$ cat src/rtl/fwd_hazard_ctrl.sv
// fwd_hazard_ctrl
//   Execute-stage forwarding and load-use hazard control. Keeps a small
//   shadow of the destination register of the instructions now in EX/MEM
//   (d2) and MEM/WB (d3). Picks a forwarding source for each of the two
//   operands of the instruction in stage 1, and stalls for one cycle when
//   a load in d2 feeds that instruction. Two saturating counters record how
//   many cycles forwarded data and how many cycles stalled.
module fwd_hazard_ctrl #(
  parameter int REG_AW = 5,
  parameter int CNT_W  = 16
) (
  input  logic              clk,
  input  logic              rst,
  input  logic              s1_valid,
  input  logic [REG_AW-1:0] s1_rs1,
  input  logic [REG_AW-1:0] s1_rs2,
  input  logic              s1_rs1_used,
  input  logic              s1_rs2_used,
  input  logic [REG_AW-1:0] s1_rd,
  input  logic              s1_we,
  input  logic              s1_load,
  input  logic              flush,
  output logic              alu_alu_s1,
  output logic              bypass_alu1,
  output logic              dmem_alu1,
  output logic              alu_alu_s2,
  output logic              bypass_alu2,
  output logic              dmem_alu2,
  output logic              stall,
  output logic [CNT_W-1:0]  fwd_cnt,
  output logic [CNT_W-1:0]  stall_cnt
);

  // What the hazard logic needs to know about an instruction further down
  // the pipe: whether it is real, which register it writes, whether it
  // writes at all, and whether the result comes from memory.
  typedef struct packed {
    logic              v;
    logic [REG_AW-1:0] rd;
    logic              we;
    logic              ld;
  } stage_t;

  stage_t r_d2;
  stage_t r_d3;

  logic [CNT_W-1:0] r_fwd_cnt;
  logic [CNT_W-1:0] r_stall_cnt;

  // Producer/consumer matches. Register 0 is hard-wired zero and is never
  // forwarded; an unused operand or an invalid stage-1 slot never matches.
  logic w_d2_hit1;
  logic w_d2_hit2;
  logic w_d3_hit1;
  logic w_d3_hit2;

  assign w_d2_hit1 = r_d2.v & r_d2.we & (r_d2.rd == s1_rs1) & (s1_rs1 != '0)
                     & s1_rs1_used & s1_valid;
  assign w_d2_hit2 = r_d2.v & r_d2.we & (r_d2.rd == s1_rs2) & (s1_rs2 != '0)
                     & s1_rs2_used & s1_valid;
  assign w_d3_hit1 = r_d3.v & r_d3.we & (r_d3.rd == s1_rs1) & (s1_rs1 != '0)
                     & s1_rs1_used & s1_valid;
  assign w_d3_hit2 = r_d3.v & r_d3.we & (r_d3.rd == s1_rs2) & (s1_rs2 != '0)
                     & s1_rs2_used & s1_valid;

  logic w_lu1;
  logic w_lu2;
  logic w_stall;
  logic w_alu_alu_s1;
  logic w_bypass_alu1;
  logic w_dmem_alu1;
  logic w_alu_alu_s2;
  logic w_bypass_alu2;
  logic w_dmem_alu2;
  logic w_any_fwd;

  // Per-operand source selection, newest producer first; a stall blanks
  // every select so the held instruction never consumes partial data.
  always_comb begin
    // NOTE: every signal gets a default before any branch so that no path
    // leaves a value unassigned, which would otherwise infer a latch.
    w_lu1         = 1'b0;
    w_lu2         = 1'b0;
    w_stall       = 1'b0;
    w_alu_alu_s1  = 1'b0;
    w_bypass_alu1 = 1'b0;
    w_dmem_alu1   = 1'b0;
    w_alu_alu_s2  = 1'b0;
    w_bypass_alu2 = 1'b0;
    w_dmem_alu2   = 1'b0;

    // Operand 1
    if (w_d2_hit1) begin
      if (r_d2.ld) w_lu1        = 1'b1;
      else         w_alu_alu_s1 = 1'b1;
    end else if (w_d3_hit1) begin
      if (r_d3.ld) w_dmem_alu1   = 1'b1;
      else         w_bypass_alu1 = 1'b1;
    end

    // Operand 2
    if (w_d2_hit2) begin
      if (r_d2.ld) w_lu2        = 1'b1;
      else         w_alu_alu_s2 = 1'b1;
    end else if (w_d3_hit2) begin
      if (r_d3.ld) w_dmem_alu2   = 1'b1;
      else         w_bypass_alu2 = 1'b1;
    end

    // A flushed instruction is discarded anyway, so it never needs to wait.
    w_stall = (w_lu1 | w_lu2) & ~flush;

    if (w_stall) begin
      w_alu_alu_s1  = 1'b0;
      w_bypass_alu1 = 1'b0;
      w_dmem_alu1   = 1'b0;
      w_alu_alu_s2  = 1'b0;
      w_bypass_alu2 = 1'b0;
      w_dmem_alu2   = 1'b0;
    end
  end

  assign w_any_fwd = w_alu_alu_s1 | w_bypass_alu1 | w_dmem_alu1 |
                     w_alu_alu_s2 | w_bypass_alu2 | w_dmem_alu2;

  // Advance the producer shadow: d3 always takes d2; d2 takes a bubble on a
  // stall (the consumer is held) or a flush (the instruction is killed).
  always_ff @(posedge clk or posedge rst) begin
    if (rst) begin
      r_d2 <= '0;
      r_d3 <= '0;
    end else begin
      // NOTE: non-blocking assignments make d3 capture the old d2, not the
      // value d2 is being given on this same edge.
      r_d3 <= r_d2;
      if (w_stall || flush) begin
        r_d2 <= '0;
      end else begin
        r_d2.v  <= s1_valid;
        r_d2.rd <= s1_rd;
        r_d2.we <= s1_we;
        r_d2.ld <= s1_load;
      end
    end
  end

  // Saturating performance counters; they stick at all-ones.
  always_ff @(posedge clk or posedge rst) begin
    if (rst) begin
      r_fwd_cnt   <= '0;
      r_stall_cnt <= '0;
    end else begin
      if (w_any_fwd && (r_fwd_cnt != '1))
        r_fwd_cnt <= r_fwd_cnt + CNT_W'(1);
      if (w_stall && (r_stall_cnt != '1))
        r_stall_cnt <= r_stall_cnt + CNT_W'(1);
    end
  end

  assign alu_alu_s1  = w_alu_alu_s1;
  assign bypass_alu1 = w_bypass_alu1;
  assign dmem_alu1   = w_dmem_alu1;
  assign alu_alu_s2  = w_alu_alu_s2;
  assign bypass_alu2 = w_bypass_alu2;
  assign dmem_alu2   = w_dmem_alu2;
  assign stall       = w_stall;
  assign fwd_cnt     = r_fwd_cnt;
  assign stall_cnt   = r_stall_cnt;

endmodule

$ cat config.mk
export PLATFORM = sky130hd
export DESIGN_NAME = fwd_hazard_ctrl
export DESIGN_NICKNAME = d
export VERILOG_FILES = /design/src/rtl/fwd_hazard_ctrl.sv
export SDC_FILE = /design/constraint.sdc
export NUM_CORES = 1
export LEC_CHECK = 0
export BUFFER_PORTS_ARGS = -buffer_cell sky130_fd_sc_hd__clkbuf_2
export CAP_MARGIN = 10
export CORE_ASPECT_RATIO = 0.7
export CORE_UTILIZATION = 52
export CTS_CLUSTER_SIZE = 10
export DETAILED_ROUTE_END_ITERATION = 8
export PLACE_DENSITY_LB_ADDON = 0.08
export SKIP_LAST_GASP = 1
export SLEW_MARGIN = 15
export SYNTH_ARGS = -nofsm -noshare
export SYNTH_HDL_FRONTEND = slang
export SYNTH_SLANG_ARGS = --single-unit
$ cat constraint.sdc
create_clock -name clk -period 2.7 [get_ports clk]
set_clock_uncertainty 0.1 [all_clocks]
set_input_delay 0.27 -clock clk [delete_from_list [all_inputs] [get_ports clk]]
set_output_delay 0.27 -clock clk [all_outputs]
set_load 0.05 [all_outputs]
==> results of run 1 <==
-- where the power goes --
part	switching [W]	internal [W]
combinational	0.0000618	0.0000428
sequential	0.0000161	0.000734
clock	0.000221	0.000176
total	0.000299	0.000953
-- final cells by class --
| class | count | area [um^2] | share of cell area (%) |
|---|---|---|---|
| Clock buffer | 6 | 72.6 | 2.52 |
| Clock inverter | 1 | 5.00 | 0.174 |
| Inverter | 4 | 15.0 | 0.521 |
| Multi-Input combinational cell | 164 | 1180 | 40.8 |
| Sequential cell | 48 | 1200 | 41.7 |
| Tap cell | 55 | 68.8 | 2.39 |
| Timing Repair Buffer | 66 | 343 | 11.9 |
-- sequential cells by signal, indices dropped and copies added (netlist names) --
signal and cells:
fwd_cnt 16, r_d3 8, r_d2 8, stall_cnt 16
-- how the worst min path moves through the flow --
stage | start | end | slack [ns]
floorplan | r_d2[7] | r_d3[7] | 0.27
global placement | r_d2[7] | r_d3[7] | 0.29
detailed placement | r_d2[7] | r_d3[7] | 0.29
CTS | rst | fwd_cnt[2] | 0.02
global route | rst | r_d3[1] | 0.05
finish | rst | r_d3[1] | 0.002
-- Yosys cell counts, drive strengths merged --
| cell | n | area [um^2] |
|---|---|---|
| dfrtp | 48 | 1200 |
| xor2 | 30 | 263 |
| nand2 | 20 | 75.1 |
| xnor2 | 20 | 175 |
| nor2 | 18 | 67.6 |
| and3 | 10 | 62.6 |
| and2 | 9 | 56.3 |
| nor4 | 8 | 77.6 |
| nand3 | 7 | 35.0 |
| nand4 | 7 | 43.8 |
| nor3 | 5 | 35.0 |
| and4 | 4 | 35.0 |
| inv | 4 | 15.0 |
| nor2b | 4 | 25.0 |
| or4 | 4 | 30.0 |
| clkbuf | 3 | 11.3 |
| o21ai | 3 | 22.5 |
| a211o | 2 | 17.5 |
| ha | 2 | 25.0 |
| mux2 | 2 | 22.5 |
| nor4b | 2 | 17.5 |
| a22oi | 1 | 12.5 |
| buf | 1 | 11.3 |
| nand3b | 1 | 7.51 |
| nand4bb | 1 | 11.3 |
| nor3b | 1 | 12.5 |
| o211a | 1 | 10.0 |
| o21a | 1 | 7.51 |
| o22ai | 1 | 6.26 |
-- metal layers --
| layer | vias up | track usage, % | share of wire (%) |
|---|---|---|---|
| li1 | 897 | - | - |
| met2 | 53 | 28.6 | 41 |
| met5 | - | 0 | 0 |
| met1 | 809 | 31.7 | 53 |
| met3 | 5 | 4.77 | 5.2 |
| met4 | 0 | 4.43 | 0.67 |
-- logic make-up after synthesis --
group,after synthesis
compound gates,9
xor+xnor,50
fa+ha+maj,2
buf+inv,8
flops,48
mux,2
simple gates,101
-- metrics by stage --
stage	total power, W	hold slack [ns]	area [um^2]	std cells
after floorplan	0.000826	0.275	2410	220
after global placement	0.000868	0.290	2800	337
after detailed placement	0.000869	0.293	2800	337
after CTS	0.00127	0.0174	2870	344
after global routing	0.00131	0.0549	2880	344
final	0.00125	0.00162	2880	344
-- worst reg2reg max path, stage by stage (launching register included) --
cell,delay (ns)
dfrtp_1,0.42
xnor2_1,0.16
nand4_1,0.19
nor4_4,0.45
nand4bb_1,0.20
a22oi_2,0.14
buf_4,0.19
nor4b_1,0.39
xor2_1,0.18
==> flow_summary.yaml, run 1 <==
setup_path:
  worstReg2RegEnd: "fwd_cnt[7]"
  cp_data_arrival_time_ns: 2.18
  cp_max_fo: 3
  setup.worst_path.start: "r_d3[3]"
  slowest_stage: "or4_1"
  worstRegToRegCells: 8
  crit_chain: "xnor2_1 > nand4_1 > or4_1 > buf_4 > a211o_1 > nor2_1 > buf_2"
  cp_slowest_stage_delay_ns: 0.46
  r2r_start: "r_d2[5]"
  cp-end-kind: "output port"
  cp_top_family: "simple AND/OR/NAND/NOR gates"
  worstSetupPathType: "reg2out"
  start_kind: "flip-flop"
  crit_end: "dmem_alu2"
  worst-path-buf-inv: 2
  crit_cells: 7
  required_ns: 2.33
  ff2ff_setup_slack_ns: 0.21
sta:
  finalCritPeriodShare_pct: 94.3
  setup_violations: 0
  worst_slack_ns: 0.154
  rsz0062_at_grt: "no"
  tightest_slew_ns: 0.584
  finalCriticalPeriod_ns: 2.55
  fmax_ghz: 0.393
  fin_setup_tns_ns: 0
  slew_violations: 0
  hold_viol_final: 0
  slew_headroom_pct: 61.1
drt:
  viasPerCell: 5.13
  drc: 0
  firstDrtPassIters: 4
  ant_nets: 0
  drtIter0Drc: 51
  wire_per_inst_um: 13.0
  routed_wl_mm: 4.49
  vias: 1764
run:
  drv_cap: 0
clock_network:
  cts_max_path_buffers: 2
  root_buffer: "clkbuf_8"
  numCtsBuffers: 5
  clkSinkCount: 48
  cts_hold_buf: 0
  clk_pin_slew_ns: 0.09
  tritoncts: "built"
  cts_resized: 0
  clk_latency_ns: 0.29
  h-tree-depth: 2
  postCtsSetupRepairBufs: 0
floorplanning:
  fp.dieW_um: 83.1
  dieArea_um2: 4880
  start_util_pct: 54.6
  dieHeight_um: 58.8
  rows: 20
  ios: 62
  core_um2: 4380
placement:
  gp_congestion: 0.831
  port_buffers: 61
  place_ws_ns: 0.0841
  dpl.hpwl_mm: 3.35
logic_synthesis:
  syn_area_um2: 2390
  ys_warn_count: 0
  yosys-mux-area-fraction_pct: 0.941
  synth_top_family_by_area: "simple AND/OR/NAND/NOR gates"
  avgSynthCellArea_um2: 10.9
  yosys.area_share.adder_pct: 1.05
  synth_seq_area_share_pct: 50.2
  synth_seq_cells: 48
  synth_cell_types: 34
  yosys.area_share.xor_xnor_pct: 18.3
  syn-num-nets: 245
  synth-simple-area-share_pct: 24.7
  synth_cells: 220
  synth_compound_area_share_pct: 3.19
grt:
  grt-ovfl-total: 0
  grt_pass1_wl_mm: 7.76
  grt_usage_pct: 20.3
  antenna_found_initial: 0
  grt_pass1_vias: 1623
  grt_max_degree: 49
finish:
  synthToLayoutAreaGrowth_pct: 20.5
  postLayoutCoreUtil_pct: 65.8
  antenna-diode-count: 0
  final_common_cell: "clkbuf_2"
  final_cell_mix: "clkbuf_2 (60), dfrtp_1 (48), xor2_1 (30)"
  nets: 314
  fill_cells: 366
  drive_above_1_share_pct: 29.1
run_status:
  status: "completed"
min_path:
  hold_path_class: "in2async"
power_and_ir_drop:
  powerDensity_nw_per_um2: 434
  leakagePower_nw: 1.53
  ir_drop_v: 0.000323
Power figures use the tool's default switching activity.
==> run 2: changes to the inputs <==
- PLACE_DENSITY: not set -> 0.78
- PLACE_DENSITY_LB_ADDON: 0.08 -> not set
==> run 2 against run 1 <==
Critical path depth is 1 lower. Utilization is 0.14 points lower. Sequential share of layout area is 0.091 points higher. Register-to-register slack better by 0.05 ns. Final cell count is 0.58% lower. Largest cell class unchanged. Largest power group unchanged. Highest routed layer unchanged.
==> flow_summary.yaml, run 2 (same netlist as run 1, synthesis figures left out) <==
power_and_ir_drop:
  powerDensity_nw_per_um2: 448
  leakagePower_nw: 1.52
  p_total_w: 0.00129
  ir_drop_v: 0.000339
clock_network:
  root_buffer: "clkbuf_8"
  clk_pin_slew_ns: 0.09
  tritoncts: "built"
  h-tree-depth: 2
  cts_max_path_buffers: 2
  postCtsSetupRepairBufs: 0
  clk_latency_ns: 0.30
  cts_resized: 0
  numCtsBuffers: 5
  cts_hold_buf: 0
  clkSinkCount: 48
finish:
  final_common_cell: "clkbuf_2"
  synthToLayoutAreaGrowth_pct: 20.2
  fin_area_um2: 2880
  register_area_um2: 1200
  drive_above_1_share_pct: 28.6
  antenna-diode-count: 0
  final_cell_mix: "clkbuf_2 (61), dfrtp_1 (48), xor2_1 (30)"
  fill_cells: 357
  nets: 311
  multi_input_area_um2: 1180
sta:
  finalCriticalPeriod_ns: 2.57
  hold_viol_final: 0
  fin_setup_tns_ns: 0
  whs_ns: 0.0658
  slew_headroom_pct: 36.7
  finalCritPeriodShare_pct: 95.1
  worst_slack_ns: 0.134
  tightest_slew_ns: 0.948
  slew_violations: 0
  rsz0062_at_grt: "no"
  setup_violations: 0
  fmax_ghz: 0.390
floorplanning:
  start_util_pct: 54.6
  core_um2: 4380
  dieHeight_um: 58.8
  rows: 20
  ios: 62
  fp.dieW_um: 83.1
  dieArea_um2: 4880
drt:
  routed_wl_mm: 4.63
  ant_nets: 0
  wire_per_inst_um: 13.5
  drtIter0Drc: 84
  viasPerCell: 5.22
  firstDrtPassIters: 4
  vias: 1786
  drc: 0
run:
  drv_cap: 0
setup_path:
  required_ns: 2.33
  worstRegToRegCells: 8
  worstSetupPathType: "reg2out"
  cp_data_arrival_time_ns: 2.20
  cp_max_fo: 4
  cp-end-kind: "output port"
  ff2ff_setup_slack_ns: 0.26
  r2r_start: "r_d2[5]"
  worstReg2RegEnd: "fwd_cnt[9]"
  start_kind: "flip-flop"
placement:
  placed_cell_area_um2: 2770
  dpl.hpwl_mm: 3.47
  place_ws_ns: 0.216
  port_buffers: 61
  gp_congestion: 0.876
grt:
  grt_max_degree: 49
  antenna_found_initial: 0
  grt_usage_pct: 20.7
  grt_pass1_wl_mm: 7.85
  grt-ovfl-total: 0
  grt_pass1_vias: 1582
run_status:
  status: "completed"
min_path:
  hold_path_class: "in2async"
-- run 2: cell type report --
cell class / instances / share of cell area [%]
Clock buffer: 7 / 3.00
Clock inverter: 1 / 0.261
Inverter: 4 / 0.522
Multi-Input combinational cell: 164 / 40.9
Sequential cell: 48 / 41.8
Tap cell: 55 / 2.39
Timing Repair Buffer: 63 / 11.1
-- run 2: stage by stage --
stage,util [%],instances
detailed placement,63.3,334
finish,65.7,342
CTS,65.5,342
global placement,63.3,334
global route,65.7,342
floorplan,-,220
-- run 2: worst max-delay path by stage --
stage	endpoint	start	depth (start not counted)
2_1_floorplan	bypass_alu2	s1_rs2[0]	5
3_3_place_gp	bypass_alu2	s1_rs2[0]	8
3_5_place_dp	fwd_cnt[11]	r_d2[5]	8
4_1_cts	stall	r_d2[5]	5
5_1_grt	dmem_alu2	r_d3[2]	6
6_report	dmem_alu2	r_d3[2]	6
-- run 2: report_power, final --
part	switching [W]	total, W	internal [W]
clock	0.000228	0.000436	0.000208
sequential	0.0000161	0.000750	0.000734
combinational	0.0000614	0.000103	0.0000415
-- run 2: worst max-delay path, stage by stage, from the launching register on --
cell	delay, ns
dfrtp_1	0.42
xnor2_1	0.17
nand4_1	0.10
or4_1	0.55
a211o_1	0.29
nor2_1	0.09
clkbuf_2	0.28
-- run 2: per-layer routing --
layer	wire (um)	GRT usage (%)
met4	36	5.91
met2	1980	28.7
met5	0	0
met1	2390	32.3
met3	219	4.49
==> run 3: changes to the inputs <==
- CORE_UTILIZATION: 52 -> 50
- PLACE_DENSITY: 0.78 -> 0.75
==> run 3 against run 2 <==
Fmax grew 0.10%. Combinational power hardly changed. Non-clock buffer count up 2. Via count fell by 0.67%. Utilization fell by 0.46 points. Final area rose by 1.0%. Sequential power barely moved. Die area grew 3.9%. Sequential cell count is the same. Critical endpoint unchanged. Critical path depth increased by 1. First-iteration DRC count is 21% lower. Register-to-register slack barely moved. Critical path type unchanged.
==> flow_summary.yaml, run 3 (same netlist as run 1, synthesis figures left out) <==
setup_path:
  required_ns: 2.33
  slowest_stage: "or4_1"
  worstSetupPathType: "reg2out"
  worst-path-buf-inv: 2
  worstRegToRegCells: 8
  start_kind: "flip-flop"
  cp-end-kind: "output port"
  cp_data_arrival_time_ns: 2.19
  crit_cells: 7
  crit_chain: "xnor2_1 > nand4_1 > or4_1 > buf_4 > a211o_1 > nor2_1 > clkbuf_4"
  cp_slowest_stage_delay_ns: 0.47
  cp_top_family: "simple AND/OR/NAND/NOR gates"
  cp_max_fo: 3
min_path:
  hold_path_class: "in2async"
sta:
  slew_violations: 0
  fmax_ghz: 0.390
  hold_viol_final: 0
  tightest_slew_ns: 0.949
  finalCritPeriodShare_pct: 95.0
  slew_headroom_pct: 36.6
  worst_slack_ns: 0.136
  finalCriticalPeriod_ns: 2.56
  setup_violations: 0
  whs_ns: 0.0576
  fin_setup_tns_ns: 0
run:
  drv_cap: 0
drt:
  vias: 1774
  drtIter0Drc: 66
  firstDrtPassIters: 6
  viasPerCell: 5.16
  routed_wl_mm: 4.75
  wire_per_inst_um: 13.8
  drc: 0
  ant_nets: 0
power_and_ir_drop:
  switching_share_pct: 24.9
  pwr-share-comb_pct: 8.0
  powerDensity_nw_per_um2: 452
  power_frac_seq_pct: 57.2
  ir_drop_v: 0.000340
  p_switching_w: 0.000327
  internal_power_w: 0.000985
  clock_power_share_pct: 34.8
  leakagePower_nw: 1.54
floorplanning:
  dieHeight_um: 59.9
  fp.dieW_um: 84.7
  ios: 62
  start_util_pct: 53.7
  core_um2: 4450
  dieArea_um2: 5070
  rows: 20
grt:
  grt_pass1_wl_mm: 7.86
  grt_pass1_vias: 1622
  grt_max_degree: 49
  grt_usage_pct: 20.6
  antenna_found_initial: 0
  grt-ovfl-total: 0
clock_network:
  numCtsBuffers: 5
  cts_hold_buf: 0
  cts_max_path_buffers: 2
  clk_pin_slew_ns: 0.09
  root_buffer: "clkbuf_8"
  clk_latency_ns: 0.31
  tritoncts: "built"
  clkSinkCount: 48
  h-tree-depth: 2
finish:
  drive_above_1_share_pct: 29.4
  fill_cells: 386
  synthToLayoutAreaGrowth_pct: 21.4
  nets: 313
  final_cell_mix: "clkbuf_2 (60), dfrtp_1 (48), xor2_1 (30)"
  multi_input_area_um2: 1190
  register_area_um2: 1200
  fin_area_um2: 2910
  final_common_cell: "clkbuf_2"
  antenna-diode-count: 0
placement:
  gp_congestion: 0.888
  placed_cell_area_um2: 2790
  place_ws_ns: 0.161
  port_buffers: 61
  dpl.hpwl_mm: 3.59
run_status:
  status: "completed"
## run 3: cell type report
type / count / area share (%)
multi-input cells: 164 / 40.8
well taps: 55 / 2.37
clock buffers: 6 / 2.84
clock inverters: 2 / 0.474
inverters: 4 / 0.517
repair buffers: 65 / 11.6
flip-flops and latches: 48 / 41.3
## run 3: timing repair
item,4_1_cts,5_1_grt
gates resized for setup,0,4
setup endpoints to repair,0,5
setup buffers,0,0
## run 3: worst register-to-register path: cells and delay by family (launching register included)
family / cells / cell delay (ns)
buffers and inverters: 1 / 0.17
and+or+nand+nor: 4 / 1.03
AOI/OAI and AO/OA: 1 / 0.10
xor gates and xnor gates: 1 / 0.17
DFF: 1 / 0.43
muxes: 1 / 0.35
## run 3: power by group through the flow
stage / Sequential [W] / Combinational, W / Clock [W]
global route: 0.000753 / 0.000118 / 0.000497
global placement: 0.000764 / 0.000103 / 0
detailed placement: 0.000765 / 0.000104 / 0
finish: 0.000750 / 0.000105 / 0.000457
floorplan: 0.000772 / 0.0000541 / 0
CTS: 0.000750 / 0.000104 / 0.000462
## run 3: routing by layer
layer	GRT usage, %	vias up	routed length (um)
met5	0	-	0
met4	6.54	0	44
met3	4.56	5	225
met2	29.5	47	2030
met1	31.2	834	2450
li1	-	888	-
## run 3: worst paths after layout
kind,from,endpoint,slack (ns)
worst min-delay path,rst,fwd_cnt[2],0.06
worst min register to register,r_d2[7],r_d3[7],0.31
worst max-delay path,r_d3[5],dmem_alu2,0.14
max in group asynchronous,rst,r_d3[0],1.84
min in group clk,s1_rd[4],r_d2[6],0.06
worst max register to register,r_d2[5],fwd_cnt[1],0.25
## run 3: per-stage QoR
step / std cells / power (W) / util, %
final: 344 / 0.00131 / 65.2
after global routing: 344 / 0.00137 / 65.2
after CTS: 344 / 0.00132 / 64.8
after detailed placement: 336 / 0.000869 / 62.6
after global placement: 336 / 0.000867 / 62.6
after floorplan: 220 / 0.000826 / -
